[src/rtl/pipeline_pkg.sv]
// Shared types and constants for the pipeline hazard controller.
// Optional build macro HAZARD_FWD_EN (see hazard_detect) selects forwarding-aware detection.
package pipeline_pkg;

  localparam int REG_ADDR_W = 5;
  localparam logic [REG_ADDR_W-1:0] REG_ZERO = 5'd0;

  typedef enum logic [1:0] {
    RUN       = 2'd0,
    DMEM_WAIT = 2'd1,
    ERROR     = 2'd2
  } ctrlState_t;

  // A source operand depends on a writer only if the writer targets a real register.
  function automatic logic regMatch(input logic [REG_ADDR_W-1:0] destAddr,
                                    input logic [REG_ADDR_W-1:0] srcAddr);
    return (destAddr != REG_ZERO) && (destAddr == srcAddr);
  endfunction

endpackage

[src/rtl/pipeline_hazard_ctrl_if.sv]
// Pipeline-side handshake bundle: hazard/redirect/memory status in, stage enables and flushes out.
// The pipeline datapath is the master; the hazard controller is the slave.
interface pipeline_hazard_ctrl_if;
  import pipeline_pkg::*;

  logic [REG_ADDR_W-1:0] id_rs_addr;
  logic [REG_ADDR_W-1:0] id_rt_addr;
  logic                  id_uses_rt;
  logic                  ex_reg_write;
  logic                  ex_mem_read;
  logic [REG_ADDR_W-1:0] ex_dest_addr;
  logic                  mem_reg_write;
  logic [REG_ADDR_W-1:0] mem_dest_addr;
  logic                  ex_redirect;
  logic                  dmem_req;
  logic                  dmem_ready;
  logic                  pc_en;
  logic                  if_id_en;
  logic                  id_ex_en;
  logic                  ex_mem_en;
  logic                  mem_wb_en;
  logic                  if_id_flush;
  logic                  id_ex_flush;

  modport master (
    output id_rs_addr, id_rt_addr, id_uses_rt, ex_reg_write, ex_mem_read, ex_dest_addr,
           mem_reg_write, mem_dest_addr, ex_redirect, dmem_req, dmem_ready,
    input  pc_en, if_id_en, id_ex_en, ex_mem_en, mem_wb_en, if_id_flush, id_ex_flush
  );

  modport slave (
    input  id_rs_addr, id_rt_addr, id_uses_rt, ex_reg_write, ex_mem_read, ex_dest_addr,
           mem_reg_write, mem_dest_addr, ex_redirect, dmem_req, dmem_ready,
    output pc_en, if_id_en, id_ex_en, ex_mem_en, mem_wb_en, if_id_flush, id_ex_flush
  );

endinterface

[src/rtl/pipeline_hazard_ctrl_hazard_detect.sv]
// Combinational RAW hazard detection for the instruction in ID.
// HAZARD_FWD_EN defined: full forwarding exists, only load-use stalls (one bubble).
// Undefined: any pending writer in EX or MEM stalls; WB is covered by write-before-read.
module hazard_detect
  import pipeline_pkg::*;
(
  input  logic [REG_ADDR_W-1:0] id_rs_addr,
  input  logic [REG_ADDR_W-1:0] id_rt_addr,
  input  logic                  id_uses_rt,
  input  logic                  ex_reg_write,
  input  logic                  ex_mem_read,
  input  logic [REG_ADDR_W-1:0] ex_dest_addr,
  input  logic                  mem_reg_write,
  input  logic [REG_ADDR_W-1:0] mem_dest_addr,
  output logic                  hazard
);

  logic exMatch;
  logic memMatch;

  assign exMatch  = regMatch(ex_dest_addr, id_rs_addr) ||
                    (id_uses_rt && regMatch(ex_dest_addr, id_rt_addr));
  assign memMatch = regMatch(mem_dest_addr, id_rs_addr) ||
                    (id_uses_rt && regMatch(mem_dest_addr, id_rt_addr));

`ifdef HAZARD_FWD_EN
  // Loaded data is not available for forwarding until after MEM.
  assign hazard = ex_mem_read && ex_reg_write && exMatch;
`else
  // Without forwarding, wait until the producer has left MEM.
  assign hazard = (ex_reg_write && exMatch) || (mem_reg_write && memMatch);
`endif

endmodule

[src/rtl/pipeline_hazard_ctrl.sv]
// Stall/flush scheduler for the 5-stage pipeline: stage enables, flushes, memory-wait FSM,
// saturating stall/flush counters and a sticky data-memory timeout error.
// Optional build macro HAZARD_FWD_EN selects forwarding-aware hazard detection.
module pipeline_hazard_ctrl
  import pipeline_pkg::*;
#(
  parameter int CNT_W        = 16,
  parameter int DMEM_TIMEOUT = 64
) (
  input  logic                   clk,
  input  logic                   rst_n,
  pipeline_hazard_ctrl_if.slave  bus,
  output logic [CNT_W-1:0]       stall_cycles,
  output logic [CNT_W-1:0]       flush_count,
  output logic                   dmem_err,
  output logic [1:0]             state_o
);

  localparam int WAIT_W = (DMEM_TIMEOUT > 1) ? $clog2(DMEM_TIMEOUT + 1) : 1;
  localparam logic [WAIT_W-1:0] TIMEOUT_V = WAIT_W'(DMEM_TIMEOUT);

  ctrlState_t        stateQ, stateD;
  logic [WAIT_W-1:0] waitCntQ, waitCntD;
  logic              hazard;
  logic [4:0]        runEn, en;
  logic              runIfFlush, runIdFlush, runRedirect;
  logic              ifFlush, idFlush, redirectAccept;

  function automatic logic [CNT_W-1:0] satIncCnt(input logic [CNT_W-1:0] v);
    return (&v) ? v : v + CNT_W'(1);
  endfunction

  function automatic logic [WAIT_W-1:0] satIncWait(input logic [WAIT_W-1:0] v);
    return (&v) ? v : v + WAIT_W'(1);
  endfunction

  hazard_detect uHazard (
    .id_rs_addr    (bus.id_rs_addr),
    .id_rt_addr    (bus.id_rt_addr),
    .id_uses_rt    (bus.id_uses_rt),
    .ex_reg_write  (bus.ex_reg_write),
    .ex_mem_read   (bus.ex_mem_read),
    .ex_dest_addr  (bus.ex_dest_addr),
    .mem_reg_write (bus.mem_reg_write),
    .mem_dest_addr (bus.mem_dest_addr),
    .hazard        (hazard)
  );

  // Normal-flow decision (no memory wait): redirect wins, since it squashes the stalled ID op.
  always_comb begin
    runEn       = 5'b11111;
    runIfFlush  = 1'b0;
    runIdFlush  = 1'b0;
    runRedirect = 1'b0;
    if (bus.ex_redirect) begin
      runIfFlush  = 1'b1;
      runIdFlush  = 1'b1;
      runRedirect = 1'b1;
    end else if (hazard) begin
      runEn      = 5'b00111;
      runIdFlush = 1'b1;
    end
  end

  // FSM next state and Mealy outputs; enables ordered {pc, if_id, id_ex, ex_mem, mem_wb}.
  always_comb begin
    stateD         = stateQ;
    waitCntD       = waitCntQ;
    en             = 5'b11111;
    ifFlush        = 1'b0;
    idFlush        = 1'b0;
    redirectAccept = 1'b0;
    unique case (stateQ)
      RUN: begin
        if (bus.dmem_req && !bus.dmem_ready) begin
          en       = 5'b00000;
          stateD   = DMEM_WAIT;
          waitCntD = WAIT_W'(1);
        end else begin
          en             = runEn;
          ifFlush        = runIfFlush;
          idFlush        = runIdFlush;
          redirectAccept = runRedirect;
        end
      end
      DMEM_WAIT: begin
        if (!bus.dmem_ready) begin
          // Whole pipe frozen, so a pending redirect stays in EX and is seen again.
          en       = 5'b00000;
          waitCntD = satIncWait(waitCntQ);
          if ((DMEM_TIMEOUT != 0) && (waitCntQ == TIMEOUT_V)) stateD = ERROR;
        end else begin
          en             = runEn;
          ifFlush        = runIfFlush;
          idFlush        = runIdFlush;
          redirectAccept = runRedirect;
          stateD         = RUN;
          waitCntD       = '0;
        end
      end
      ERROR: begin
        en = 5'b00000;
      end
      default: begin
        stateD = RUN;
      end
    endcase
    if (!rst_n) begin
      en             = 5'b00000;
      ifFlush        = 1'b1;
      idFlush        = 1'b1;
      redirectAccept = 1'b0;
    end
  end

  assign bus.pc_en       = en[4];
  assign bus.if_id_en    = en[3];
  assign bus.id_ex_en    = en[2];
  assign bus.ex_mem_en   = en[1];
  assign bus.mem_wb_en   = en[0];
  assign bus.if_id_flush = ifFlush;
  assign bus.id_ex_flush = idFlush;
  assign dmem_err        = (stateQ == ERROR);
  assign state_o         = stateQ;

  // State, wait counter and saturating performance counters.
  always_ff @(posedge clk) begin
    if (!rst_n) begin
      stateQ       <= RUN;
      waitCntQ     <= '0;
      stall_cycles <= '0;
      flush_count  <= '0;
    end else begin
      stateQ   <= stateD;
      waitCntQ <= waitCntD;
      if (!en[4])         stall_cycles <= satIncCnt(stall_cycles);
      if (redirectAccept) flush_count  <= satIncCnt(flush_count);
    end
  end

endmodule

[src/flat_wrapper.sv]
// flat-port wrapper written by rule: the top's interface ports become plain ports
module pipeline_hazard_ctrl_flat import pipeline_pkg::*;
#(
  parameter int CNT_W        = 16,
  parameter int DMEM_TIMEOUT = 64
)
  (clk, rst_n, stall_cycles, flush_count, dmem_err, state_o, bus_id_rs_addr, bus_id_rt_addr, bus_id_uses_rt, bus_ex_reg_write, bus_ex_mem_read, bus_ex_dest_addr, bus_mem_reg_write, bus_mem_dest_addr, bus_ex_redirect, bus_dmem_req, bus_dmem_ready, bus_pc_en, bus_if_id_en, bus_id_ex_en, bus_ex_mem_en, bus_mem_wb_en, bus_if_id_flush, bus_id_ex_flush);
  pipeline_hazard_ctrl_if bus_i ();
  input  logic clk;
  input  logic rst_n;
  output logic [CNT_W-1:0] stall_cycles;
  output logic [CNT_W-1:0] flush_count;
  output logic dmem_err;
  output logic [1:0] state_o;
  input wire logic [$bits(bus_i.id_rs_addr)-1:0] bus_id_rs_addr;
  input wire logic [$bits(bus_i.id_rt_addr)-1:0] bus_id_rt_addr;
  input wire logic [$bits(bus_i.id_uses_rt)-1:0] bus_id_uses_rt;
  input wire logic [$bits(bus_i.ex_reg_write)-1:0] bus_ex_reg_write;
  input wire logic [$bits(bus_i.ex_mem_read)-1:0] bus_ex_mem_read;
  input wire logic [$bits(bus_i.ex_dest_addr)-1:0] bus_ex_dest_addr;
  input wire logic [$bits(bus_i.mem_reg_write)-1:0] bus_mem_reg_write;
  input wire logic [$bits(bus_i.mem_dest_addr)-1:0] bus_mem_dest_addr;
  input wire logic [$bits(bus_i.ex_redirect)-1:0] bus_ex_redirect;
  input wire logic [$bits(bus_i.dmem_req)-1:0] bus_dmem_req;
  input wire logic [$bits(bus_i.dmem_ready)-1:0] bus_dmem_ready;
  output wire logic [$bits(bus_i.pc_en)-1:0] bus_pc_en;
  output wire logic [$bits(bus_i.if_id_en)-1:0] bus_if_id_en;
  output wire logic [$bits(bus_i.id_ex_en)-1:0] bus_id_ex_en;
  output wire logic [$bits(bus_i.ex_mem_en)-1:0] bus_ex_mem_en;
  output wire logic [$bits(bus_i.mem_wb_en)-1:0] bus_mem_wb_en;
  output wire logic [$bits(bus_i.if_id_flush)-1:0] bus_if_id_flush;
  output wire logic [$bits(bus_i.id_ex_flush)-1:0] bus_id_ex_flush;
  assign bus_i.id_rs_addr = bus_id_rs_addr;
  assign bus_i.id_rt_addr = bus_id_rt_addr;
  assign bus_i.id_uses_rt = bus_id_uses_rt;
  assign bus_i.ex_reg_write = bus_ex_reg_write;
  assign bus_i.ex_mem_read = bus_ex_mem_read;
  assign bus_i.ex_dest_addr = bus_ex_dest_addr;
  assign bus_i.mem_reg_write = bus_mem_reg_write;
  assign bus_i.mem_dest_addr = bus_mem_dest_addr;
  assign bus_i.ex_redirect = bus_ex_redirect;
  assign bus_i.dmem_req = bus_dmem_req;
  assign bus_i.dmem_ready = bus_dmem_ready;
  assign bus_pc_en = bus_i.pc_en;
  assign bus_if_id_en = bus_i.if_id_en;
  assign bus_id_ex_en = bus_i.id_ex_en;
  assign bus_ex_mem_en = bus_i.ex_mem_en;
  assign bus_mem_wb_en = bus_i.mem_wb_en;
  assign bus_if_id_flush = bus_i.if_id_flush;
  assign bus_id_ex_flush = bus_i.id_ex_flush;
  pipeline_hazard_ctrl #(.CNT_W(CNT_W), .DMEM_TIMEOUT(DMEM_TIMEOUT)) u_core (.clk(clk), .rst_n(rst_n), .bus(bus_i), .stall_cycles(stall_cycles), .flush_count(flush_count), .dmem_err(dmem_err), .state_o(state_o));
endmodule
[config.mk]
export PLATFORM = sky130hd
export DESIGN_NAME = pipeline_hazard_ctrl_flat
export DESIGN_NICKNAME = d
export VERILOG_FILES = /design/src/rtl/pipeline_pkg.sv /design/src/rtl/pipeline_hazard_ctrl_if.sv /design/src/rtl/pipeline_hazard_ctrl_hazard_detect.sv /design/src/rtl/pipeline_hazard_ctrl.sv /design/src/flat_wrapper.sv
export SDC_FILE = /design/constraint.sdc
export NUM_CORES = 1
export LEC_CHECK = 0
export ABC_AREA = 1
export CORE_AREA = 5 5 97 99
export CTS_CLUSTER_DIAMETER = 40
export CTS_CLUSTER_SIZE = 8
export DETAILED_ROUTE_END_ITERATION = 12
export DIE_AREA = 0 0 102 104
export PLACE_DENSITY_LB_ADDON = 0.12
export SYNTH_ARGS = -nofsm -noshare
export SYNTH_HDL_FRONTEND = slang
export SYNTH_SLANG_ARGS = --single-unit
[constraint.sdc]
create_clock -name clk -period 2.5 [get_ports clk]
set_clock_uncertainty 0.2 [all_clocks]
set_input_delay 0.5 -clock clk [delete_from_list [all_inputs] [get_ports clk]]
set_output_delay 0.5 -clock clk [all_outputs]
set_load 0.1 [all_outputs]
Yosys cells after proc, flatten, opt, wreduce, memory -nomap -nowiden
Cells that the tools add are included.

Word-level logic and storage cells: 71. Latch bits: 0. Flip-flop bits (word level): 41. Memory bits (writable): 0. Memory bits (read-only): 0. Input bits: 29. Output and inout port bits: 42. Memories kept: 0.

Bitwise logic cells: 4. Div/mod/pow operators: 0. Muxes and demuxes: 26. Add/sub/neg operators: 3. Equality and inequality tests: 10. Multiply operators: 0. Magnitude comparators: 0. Shift operators: 0. Reduce and logical (&&, ||, !) cells: 24.

Operators with widths (number): $add A16 B1 Y16 const B (2); $reduce_and A16 Y1 (2); $mux W5 (5); $mux W7 (3); $eq A5 B5 Y1 (4); $pmux W5 S3 (1); $pmux W7 S2 (1); $mux W1 (10); $reduce_bool A5 Y1 (2); $logic_and A1 B1 Y1 (9); $add A7 B1 Y7 const B (1); $eq A7 B7 Y1 const B (1); $reduce_and A7 Y1 (1); $mux W2 (3); $pmux W2 S3 (1); $reduce_and A3 Y1 (2); $not A1 Y1 (4); $pmux W1 S2 (2); $reduce_and A2 Y1 (2); $logic_or A1 B1 Y1 (3); $ne A3 B2 Y1 const B (1); $ne A3 B3 Y1 const B (1); $eq A2 B1 Y1 const B (1); $eq A2 B2 Y1 const B (1); other kinds (4) (4).

Longest topological paths before layout
Gate-level depths: netlist of the first run.

Word-level depth: 13. Mapped depth: 14. Mapped depth without buffers: 13.

Cells and area by module
Synthesis of the first run repeated with hierarchy kept, for this count alone.

Cell total of the unflattened synthesis: 518. Area, all modules: 3026.7 um^2.

Modules (own cells, without submodules): pipeline_hazard_ctrl (cells each 417, instances 1, area each 2622.5 um^2); hazard_detect (cells each 101, instances 1, area each 404.1 um^2).

Worst setup path after synthesis of the first run
Ideal clock, no wire load.

Path kind: reg2out. Start: register u_core.stateQ[0], in the netlist u_core.state_o[0]. End: output port bus_pc_en. Arrival time: 3359 ps. Path buffers: 3. Stages on the path, launching flop included: 10. Path slack: -1559 ps. Path through: dfxtp_1 > nand2_2 > o21ai_4 > o21ai_1 > inv_2 > nand2_2 > buf_6 > buf_8 > inv_1 > buf_4.

Longest elaborated chain between the ends: 3. Elaborated cells on any way between the ends: 5. Those cells by class: 2 x eq/ne; 2 x mux; 1 x reduce/logical.

RTL lines: start: declaration (RTL line pipeline_hazard_ctrl.sv:22) `ctrlState_t stateQ, stateD;`; start signal: assignment (RTL line pipeline_hazard_ctrl.sv:134) `stateQ <= stateD;`; $eq A2 B2 Y1 (tied with other cells) (RTL line pipeline_hazard_ctrl.sv:73) `unique case (stateQ)`; $pmux W5 S3 (*) (RTL line pipeline_hazard_ctrl.sv:73); $mux W5 (*) (RTL line pipeline_hazard_ctrl.sv:108) `if (!rst_n) begin`; end: declaration (RTL line flat_wrapper.sv:26) `output wire logic [$bits(bus_i.pc_en)-1:0] bus_pc_en;`.

Mark *: on every way between the ends. The rest lies on a longest branch, timed or not.

Worst setup path in the final report of the first run
Start: input port bus_mem_reg_write. End: output port bus_if_id_en.

Longest elaborated chain between the ends: 7. Elaborated cells on any way between the ends: 8. Those cells by class: 6 x mux; 2 x reduce/logical.

RTL lines: start: declaration (RTL line flat_wrapper.sv:21) `input wire logic [$bits(bus_i.mem_reg_write)-1:0] bus_mem_reg_write;`; $logic_and A1 B1 Y1 (*) (RTL line pipeline_hazard_ctrl_hazard_detect.sv:31) `assign hazard = (ex_reg_write && exMatch) || (mem_reg_write && memMatch);`; $logic_or A1 B1 Y1 (*) (RTL line pipeline_hazard_ctrl_hazard_detect.sv:31); $mux W5 (*) (RTL line pipeline_hazard_ctrl.sv:59) `end else if (hazard) begin`; $mux W5 (*) (RTL line pipeline_hazard_ctrl.sv:55) `if (bus.ex_redirect) begin`; $mux W5, on equally long branches (RTL line pipeline_hazard_ctrl.sv:87, pipeline_hazard_ctrl.sv:75); $pmux W5 S3 (*) (RTL line pipeline_hazard_ctrl.sv:73); $mux W5 (*) (RTL line pipeline_hazard_ctrl.sv:108); end: declaration (RTL line flat_wrapper.sv:27) `output wire logic [$bits(bus_i.if_id_en)-1:0] bus_if_id_en;`.

Marked as above.

==> run_results.csv, run 1 <==
group,metric,value,unit
yosys,synth_top_cells_by_area,"sky130_fd_sc_hd__dfxtp_1 (29%), sky130_fd_sc_hd__nand2_1 (17%), sky130_fd_sc_hd__nor2_1 (6.1%), sky130_fd_sc_hd__inv_1 (5.9%), sky130_fd_sc_hd__nand3_1 (5.5%)",
worst_hold_path,whs_endpoint,"u_core.flush_count[0]",
yosys,synth_cells,444,
worst_setup_path,regToRegStartpoint,"u_core.flush_count[1]",
route,detailroute.via_count,2958,
die,core_region,8470,µm²
worst_setup_path,setup.reg_to_reg.worst_slack,0.56,ns
yosys,synth.lib_cells_used.distinct,37,
route,average_wire_length_per_cell_after_detail_routing,11.4,µm
final_layout,num-fill-cells,937,
timing,rsz0062_at_grt,"no",
placed_design,port_buffers,69,
route,drtIter0Drc,61,
final_layout,finalCoreUtilization,0.451,
worst_hold_path,hold_path_class,"reg2reg",
yosys,postSynth.topFlopCell,"sky130_fd_sc_hd__dfxtp_1",
final_layout,area.sequential,832,µm²
yosys,synth_top_area_frac,0.288,
clock_tree,cts_tree,"done",
worst_setup_path,crit_chain,"clkdlybuf4s50_1, o21ai_1, inv_1, nand2_1, nand2_2, nand2_2, nand2_4, clkinvlp_4, buf_12",
final_layout,synthToLayoutAreaGrowth,34.3,%
timing,worst_slew_margin_rel,0.714,
yosys,number_of_flops_mapped_to_enable_cells_by_yosys,0,
worst_setup_path,depth_of_the_critical_timing_path_with_buffers_and_inverters_included,9,
global_route,global_route.overflow_total,0,
clock_tree,number_of_buffers_inserted_during_clock_tree_synthesis,5,
yosys,synth-seq-cells,41,
yosys,avgSynthCellArea,6.41,µm²
timing,fin_crit_share,0.956,
worst_setup_path,critical_path_capture_point_type,"output port",
die,floorplan.initialDensity,0.336,
final_layout,multi_input_area,1730,µm²
global_route,grt_start_max_net_pins,18,
flow_run,max_cap_viol_count,0,
worst_setup_path,worst-path-max-fanout,2,
timing,worst_margin_slew,0.426,ns
worst_setup_path,timing_worst_setup_path_type,"in2out",
clock_tree,cts_buffer_depth,2,
yosys,yosys.cell_count.top_type,"sky130_fd_sc_hd__nand2_1",
route,antenna_violating_nets_post_route,0,
power,report.power.total,0.00181,W
route,vias_per_cell,4.62,
die,boundaryPins,71,
worst_setup_path,number_of_buffers_and_inverters_on_the_critical_path,4,
global_route,number_of_global_route_vias_before_repair,2867,
timing,maxSlewViolCount,0,
global_route,grt.total_usage,0.146,
die,floorplan.die.height,104,µm
worst_setup_path,crit_path_frequent_cell,"sky130_fd_sc_hd__nand2_2",
global_route,antenna_found_initial,0,
yosys,synth_area_leader_cell,"sky130_fd_sc_hd__dfxtp_1",
worst_setup_path,peak_per_stage_delay_on_the_critical_path,0.48,ns
final_layout,n_antenna_cell,0,
worst_hold_path,whs_path_depth,1,
timing,hold_ws,0.267,ns
power,power.ir.vdd_worst,0.000219,V
worst_setup_path,timing.reg2reg.worst_path_depth,10,
yosys,mappedNetlistArea,2850,µm²
final_layout,layout-drive-gt1-share,0.291,
die,fp.dieW,102,µm
die,design.die.area,10600,µm²
route,first_pass_detailed_route_iteration_total,4,
route,drt-total-wl,7.30,mm
yosys,netlist_top_cells_count,"sky130_fd_sc_hd__nand2_1 (126), sky130_fd_sc_hd__nor2_1 (46), sky130_fd_sc_hd__inv_1 (45), sky130_fd_sc_hd__dfxtp_1 (41), sky130_fd_sc_hd__nand3_1 (31)",
yosys,synthesis.nets,477,
die,std_cell_rows,34,
clock_tree,clk_latency,0.29,ns
placed_design,placer_s_final_routability_congestion_estimate,0.860,
timing,post-route-min-period,2.39,ns
yosys,asyncSetResetFlopFracSynth,0,
worst_hold_path,worstHoldStart,"u_core.flush_count[0]",
power,p_per_area,473,nW/µm²
worst_setup_path,crit_required,1.80,ns
outcome,run_status,"complete, no violations",
worst_setup_path,critPathLaunchType,"primary input",
placed_design,hpwlAfterDp,5.75,mm
clock_tree,htreeDepth,2,
timing,finalSetupViolCount,0,
clock_tree,worst_setup_hold_path_clk_slew,0.08,ns
power,static-leakage-power,1.70,nW
clock_tree,ctsRootBufferMaster,"sky130_fd_sc_hd__clkbuf_8",
worst_setup_path,critical_path.slowest_cell,"sky130_fd_sc_hd__clkdlybuf4s50_1",
final_layout,design.final.nets,564,
yosys,ys_warn_count,0,
worst_setup_path,r2r-end,"u_core.flush_count[15]",
worst_setup_path,data_arrival_time_of_the_worst_path,1.69,ns
worst_setup_path,cp_top_family,"buffers and inverters",
yosys,yosysSeqAreaShare,0.288,
timing,fmax,418,MHz
timing,report.final.hold_viol_count,0,
placed_design,detailedPlace.worstSlack,-0.365,ns
timing,layout_setup_ws,0.110,ns
clock_tree,cts.sinks,41,
route,drt_drc_violations_left,0,
global_route,grt_first_pass_wirelength,13.0,mm
-- state kept, by name, summed over array words and instances, names as in the netlist --
register             cells
u_core.stall_cycles     16
u_core.state_o           2
u_core.waitCntQ          7
u_core.flush_count      16
-- layer usage --
metal / track usage / routed length, µm / up-vias
met4: 0.0412 / 116 / 0
met3: 0.0282 / 328 / 13
li1: - / - / 1580
met5: 0 / 0 / -
met2: 0.238 / 3470 / 58
met1: 0.195 / 3380 / 1307
-- final cells by class --
cell class,count,area share
Clock buffer,6,0.0190
Clock inverter,2,0.00884
Inverter,65,0.0704
Multi-Input combinational cell,326,0.453
Sequential cell,41,0.218
Tap cell,108,0.0354
Timing Repair Buffer,92,0.195
-- power breakdown --
group	switching [W]	internal [W]	total, W
Clock	0.000236	0.000295	0.000531
Sequential	0.0000246	0.000672	0.000696
Combinational	0.000385	0.000194	0.000579
-- per-stage QoR --
stage / area (µm²) / cells / setup TNS, ns
detailed placement: 3790 / 631 / -3.02
global route: 3820 / 640 / 0
floorplan: 2920 / 444 / -0.703
global placement: 3790 / 631 / -2.51
CTS: 3890 / 640 / 0
finish: 3820 / 640 / 0
-- placed cells by master (no fill, tap or decap), types with 2 or more instances in the layout --
cell / n
sky130_fd_sc_hd__nand2_4: 2
sky130_fd_sc_hd__nor2_8: 2
sky130_fd_sc_hd__nand4_1: 6
sky130_fd_sc_hd__nor2_1: 43
sky130_fd_sc_hd__inv_1: 42
sky130_fd_sc_hd__clkbuf_2: 19
sky130_fd_sc_hd__buf_4: 58
sky130_fd_sc_hd__nor3b_1: 2
sky130_fd_sc_hd__a21oi_1: 28
sky130_fd_sc_hd__nand3_1: 30
sky130_fd_sc_hd__o21ai_1: 5
sky130_fd_sc_hd__nand3_2: 9
sky130_fd_sc_hd__clkbuf_8: 5
sky130_fd_sc_hd__nor2_2: 4
sky130_fd_sc_hd__dfxtp_4: 2
sky130_fd_sc_hd__xor2_1: 8
sky130_fd_sc_hd__nor4_1: 3
sky130_fd_sc_hd__nand2_1: 122
sky130_fd_sc_hd__ha_1: 4
sky130_fd_sc_hd__nand2_2: 8
sky130_fd_sc_hd__xnor2_1: 12
sky130_fd_sc_hd__clkdlybuf4s50_1: 4
sky130_fd_sc_hd__a21oi_2: 7
sky130_fd_sc_hd__inv_2: 17
sky130_fd_sc_hd__dfxtp_2: 3
sky130_fd_sc_hd__dlygate4sd2_1: 3
sky130_fd_sc_hd__nor3_1: 15
sky130_fd_sc_hd__inv_4: 3
sky130_fd_sc_hd__buf_12: 7
sky130_fd_sc_hd__dfxtp_1: 36
sky130_fd_sc_hd__o21ai_0: 6
sky130_fd_sc_hd__clkinv_1: 2
-- how the worst max path moves through the flow --
stage	start	end	slack, ns
6_report	bus_mem_reg_write	bus_if_id_en	0.11
5_1_grt	bus_dmem_ready	bus_if_id_en	0.003
4_1_cts	bus_id_rs_addr[1]	bus_if_id_en	0.002
3_5_place_dp	bus_ex_dest_addr[0]	bus_if_id_en	-0.37
3_3_place_gp	bus_mem_dest_addr[3]	bus_if_id_en	-0.33
2_1_floorplan	u_core.state_o[1]	bus_pc_en	-0.46
-- kinds of logic after synthesis --
logic type,Yosys count,synth area share
DFF,41,0.288
xor gates and xnor gates,20,0.0616
adders and majority gates,4,0.0176
AOI/OAI and AO/OA,51,0.106
buffers and inverters,77,0.117
and+or+nand+nor,251,0.409
-- timing repair --
| action | in CTS | in global routing |
|---|---|---|
| setup endpoints to repair | 7 | 3 |
| resized for setup | 32 | 38 |
| hold buffers | 0 | 0 |
| buffers inserted | 1 | 0 |
| pin swaps | 5 | 3 |
Note: power is estimated with default switching activity, not from simulation.
==> run 2, diff against run 1 <==
--- a/config.mk
+++ b/config.mk
@@ -6,11 +6,11 @@
 export NUM_CORES = 1
 export LEC_CHECK = 0
 export ABC_AREA = 1
-export CORE_AREA = 5 5 97 99
+export CORE_AREA = 5 5 82 84
 export CTS_CLUSTER_DIAMETER = 40
 export CTS_CLUSTER_SIZE = 8
 export DETAILED_ROUTE_END_ITERATION = 12
-export DIE_AREA = 0 0 102 104
+export DIE_AREA = 0 0 87 89
 export PLACE_DENSITY_LB_ADDON = 0.12
 export SYNTH_ARGS = -nofsm -noshare
 export SYNTH_HDL_FRONTEND = slang
==> run_results.csv, run 2 (synthesis results as in run 1) <==
group,metric,value,unit
clock_tree,htreeDepth,2,
worst_setup_path,crit_chain,"dlygate4sd2_1, inv_4, nand2_2, nand2_2, o21ai_4, o21ai_1, bufinv_8, nand2_4, clkinvlp_4, buf_12",
clock_tree,cts_buffer_depth,2,
worst_setup_path,critical_path.slowest_cell,"sky130_fd_sc_hd__dlygate4sd2_1",
flow_run,max_cap_viol_count,0,
power,p_seq_frac,0.409,
timing,fmax,410,MHz
worst_hold_path,whs_endpoint,"u_core.flush_count[0]",
route,vias_per_cell,4.94,
power,power_switching_share,0.380,
route,drt-total-wl,6.95,mm
power,power.ir.vdd_worst,0.000319,V
power,p_per_area,455,nW/µm²
die,floorplan.die.height,89,µm
power,power_frac_comb,0.336,
clock_tree,hold_buffers,0,
worst_setup_path,critPathLaunchType,"primary input",
final_layout,n_antenna_cell,0,
final_layout,reg.largest.list,"u_core.flush_count x16, u_core.stall_cycles x16, u_core.waitCntQ x7",
worst_setup_path,worst-path-max-fanout,3,
worst_setup_path,setup.reg_to_reg.worst_slack,0.51,ns
worst_setup_path,regToRegStartpoint,"u_core.stall_cycles[0]",
worst_setup_path,timing_worst_setup_path_type,"in2out",
final_layout,area.sequential,832,µm²
final_layout,mostFrequentLayoutCell,"sky130_fd_sc_hd__nand2_1",
worst_setup_path,crit_path_frequent_cell,"sky130_fd_sc_hd__nand2_2",
route,first_pass_detailed_route_iteration_total,5,
placed_design,post-place-cells,596,
placed_design,port_buffers,69,
final_layout,synthToLayoutAreaGrowth,31.6,%
clock_tree,worst_setup_hold_path_clk_slew,0.09,ns
timing,finalSetupViolCount,0,
placed_design,placer_s_final_routability_congestion_estimate,0.883,
die,core_region,5850,µm²
die,design.die.area,7740,µm²
route,route.met3.wl,265,µm
timing,worst_slew_margin_rel,0.700,
worst_setup_path,critical_path_capture_point_type,"output port",
route,detailroute.via_count,2991,
global_route,number_of_global_route_vias_before_repair,2800,
route,drtIter0Drc,80,
route,average_wire_length_per_cell_after_detail_routing,11.5,µm
worst_hold_path,worstHoldStart,"u_core.flush_count[0]",
final_layout,finalCoreUtilization,0.640,
final_layout,layoutNonFillerInstCount,605,
timing,report.final.hold_viol_count,0,
timing,fin_crit_share,0.975,
final_layout,num-fill-cells,571,
worst_setup_path,data_arrival_time_of_the_worst_path,1.74,ns
clock_tree,cts_tree,"done",
timing,rsz0062_at_grt,"no",
global_route,grt_start_max_net_pins,20,
worst_setup_path,crit_required,1.80,ns
worst_setup_path,number_of_buffers_and_inverters_on_the_critical_path,5,
final_layout,design.final.nets,562,
die,fp.dieW,87,µm
timing,worst_margin_slew,0.450,ns
worst_setup_path,peak_per_stage_delay_on_the_critical_path,0.28,ns
power,switchingPower,0.000648,W
global_route,grt.total_usage,0.183,
global_route,global_route.overflow_total,0,
final_layout,multi_input_area,1730,µm²
power,static-leakage-power,1.68,nW
clock_tree,clk_latency,0.29,ns
timing,layout_setup_ws,0.0637,ns
worst_setup_path,timing.reg2reg.worst_path_depth,9,
route,routed-wl-met2,3.60,mm
power,power.clock.fraction,0.255,
clock_tree,cts.sinks,41,
timing,hold_ws,0.276,ns
worst_hold_path,hold_path_class,"reg2reg",
worst_setup_path,r2r-end,"u_core.stall_cycles[11]",
clock_tree,number_of_buffers_inserted_during_clock_tree_synthesis,5,
die,boundaryPins,71,
die,floorplan.initialDensity,0.486,
power,p_int,0.00106,W
outcome,run_status,"complete, no violations",
die,std_cell_rows,28,
route,antenna_violating_nets_post_route,0,
timing,post-route-min-period,2.44,ns
worst_setup_path,cp_top_family,"buffers and inverters",
placed_design,hpwlAfterDp,5.63,mm
route,drt_drc_violations_left,0,
global_route,antenna_found_initial,0,
placed_design,detailedPlace.worstSlack,-0.295,ns
final_layout,mostFrequentLayoutCells,"sky130_fd_sc_hd__nand2_1 (122), sky130_fd_sc_hd__buf_4 (56), sky130_fd_sc_hd__nor2_1 (43)",
worst_hold_path,whs_path_depth,1,
clock_tree,ctsRootBufferMaster,"sky130_fd_sc_hd__clkbuf_8",
route,top_signal_layer_used,"met4",
route,detail_route.wirelength.met1,3.05,mm
timing,maxSlewViolCount,0,
final_layout,layout-drive-gt1-share,0.289,
global_route,grt_first_pass_wirelength,11.7,mm
run 2: changes by cell type in the layout (fill, tap and decap cells not counted), sizes merged:
cell	delta
bufinv	-1
dlygate4sd2	+1
clkinv	+2
buf	-2
clkbuf	-2
run 2: power groups by stage:
stage	Combinational (W)	Sequential [W]	Clock [W]
after floorplan	0.000318	0.000801	0
after global placement	0.000583	0.000711	0
after detailed placement	0.000589	0.000712	0
after CTS	0.000577	0.000697	0.000446
after global routing	0.000613	0.000700	0.000478
final	0.000572	0.000697	0.000434
run 2: how the worst max path moves through the flow:
stage | depth (start not counted) | end | start | slack [ns]
2_1_floorplan | 10 | bus_pc_en | u_core.state_o[1] | -0.46
3_3_place_gp | 13 | bus_if_id_en | bus_ex_dest_addr[3] | -0.29
3_5_place_dp | 13 | bus_pc_en | bus_ex_dest_addr[3] | -0.30
4_1_cts | 13 | bus_pc_en | bus_ex_dest_addr[2] | 0.002
5_1_grt | 13 | bus_pc_en | bus_ex_dest_addr[2] | 0.003
6_report | 10 | bus_pc_en | bus_dmem_ready | 0.06
run 2: timing repair:
item	CTS	global route
buffers inserted	0	1
pin swaps	3	9
resized for setup	27	41
gates cloned	0	0
setup endpoints to repair	7	3
run 2: through the flow:
stage | total power (W) | setup TNS [ns] | cell area [µm²]
finish | 0.00170 | 0 | 3740
global route | 0.00179 | 0 | 3740
CTS | 0.00172 | 0 | 3800
detailed placement | 0.00130 | -4.68 | 3740
global placement | 0.00129 | -4.57 | 3740
floorplan | 0.00112 | -0.703 | 2920
run 2: area by class of cell:
| cell class | count | share of cell area |
|---|---|---|
| Clock inverter | 3 | 0.00468 |
| Multi-Input combinational cell | 326 | 0.461 |
| Inverter | 65 | 0.0718 |
| Clock buffer | 5 | 0.0184 |
| Sequential cell | 41 | 0.222 |
| Timing Repair Buffer | 90 | 0.196 |
| Tap cell | 75 | 0.0251 |
run 2: routing by layer:
metal,vias to the layer above,GRT usage
met5,-,0
met4,0,0.0368
met3,4,0.0295
met2,57,0.342
met1,1354,0.221
li1,1576,-
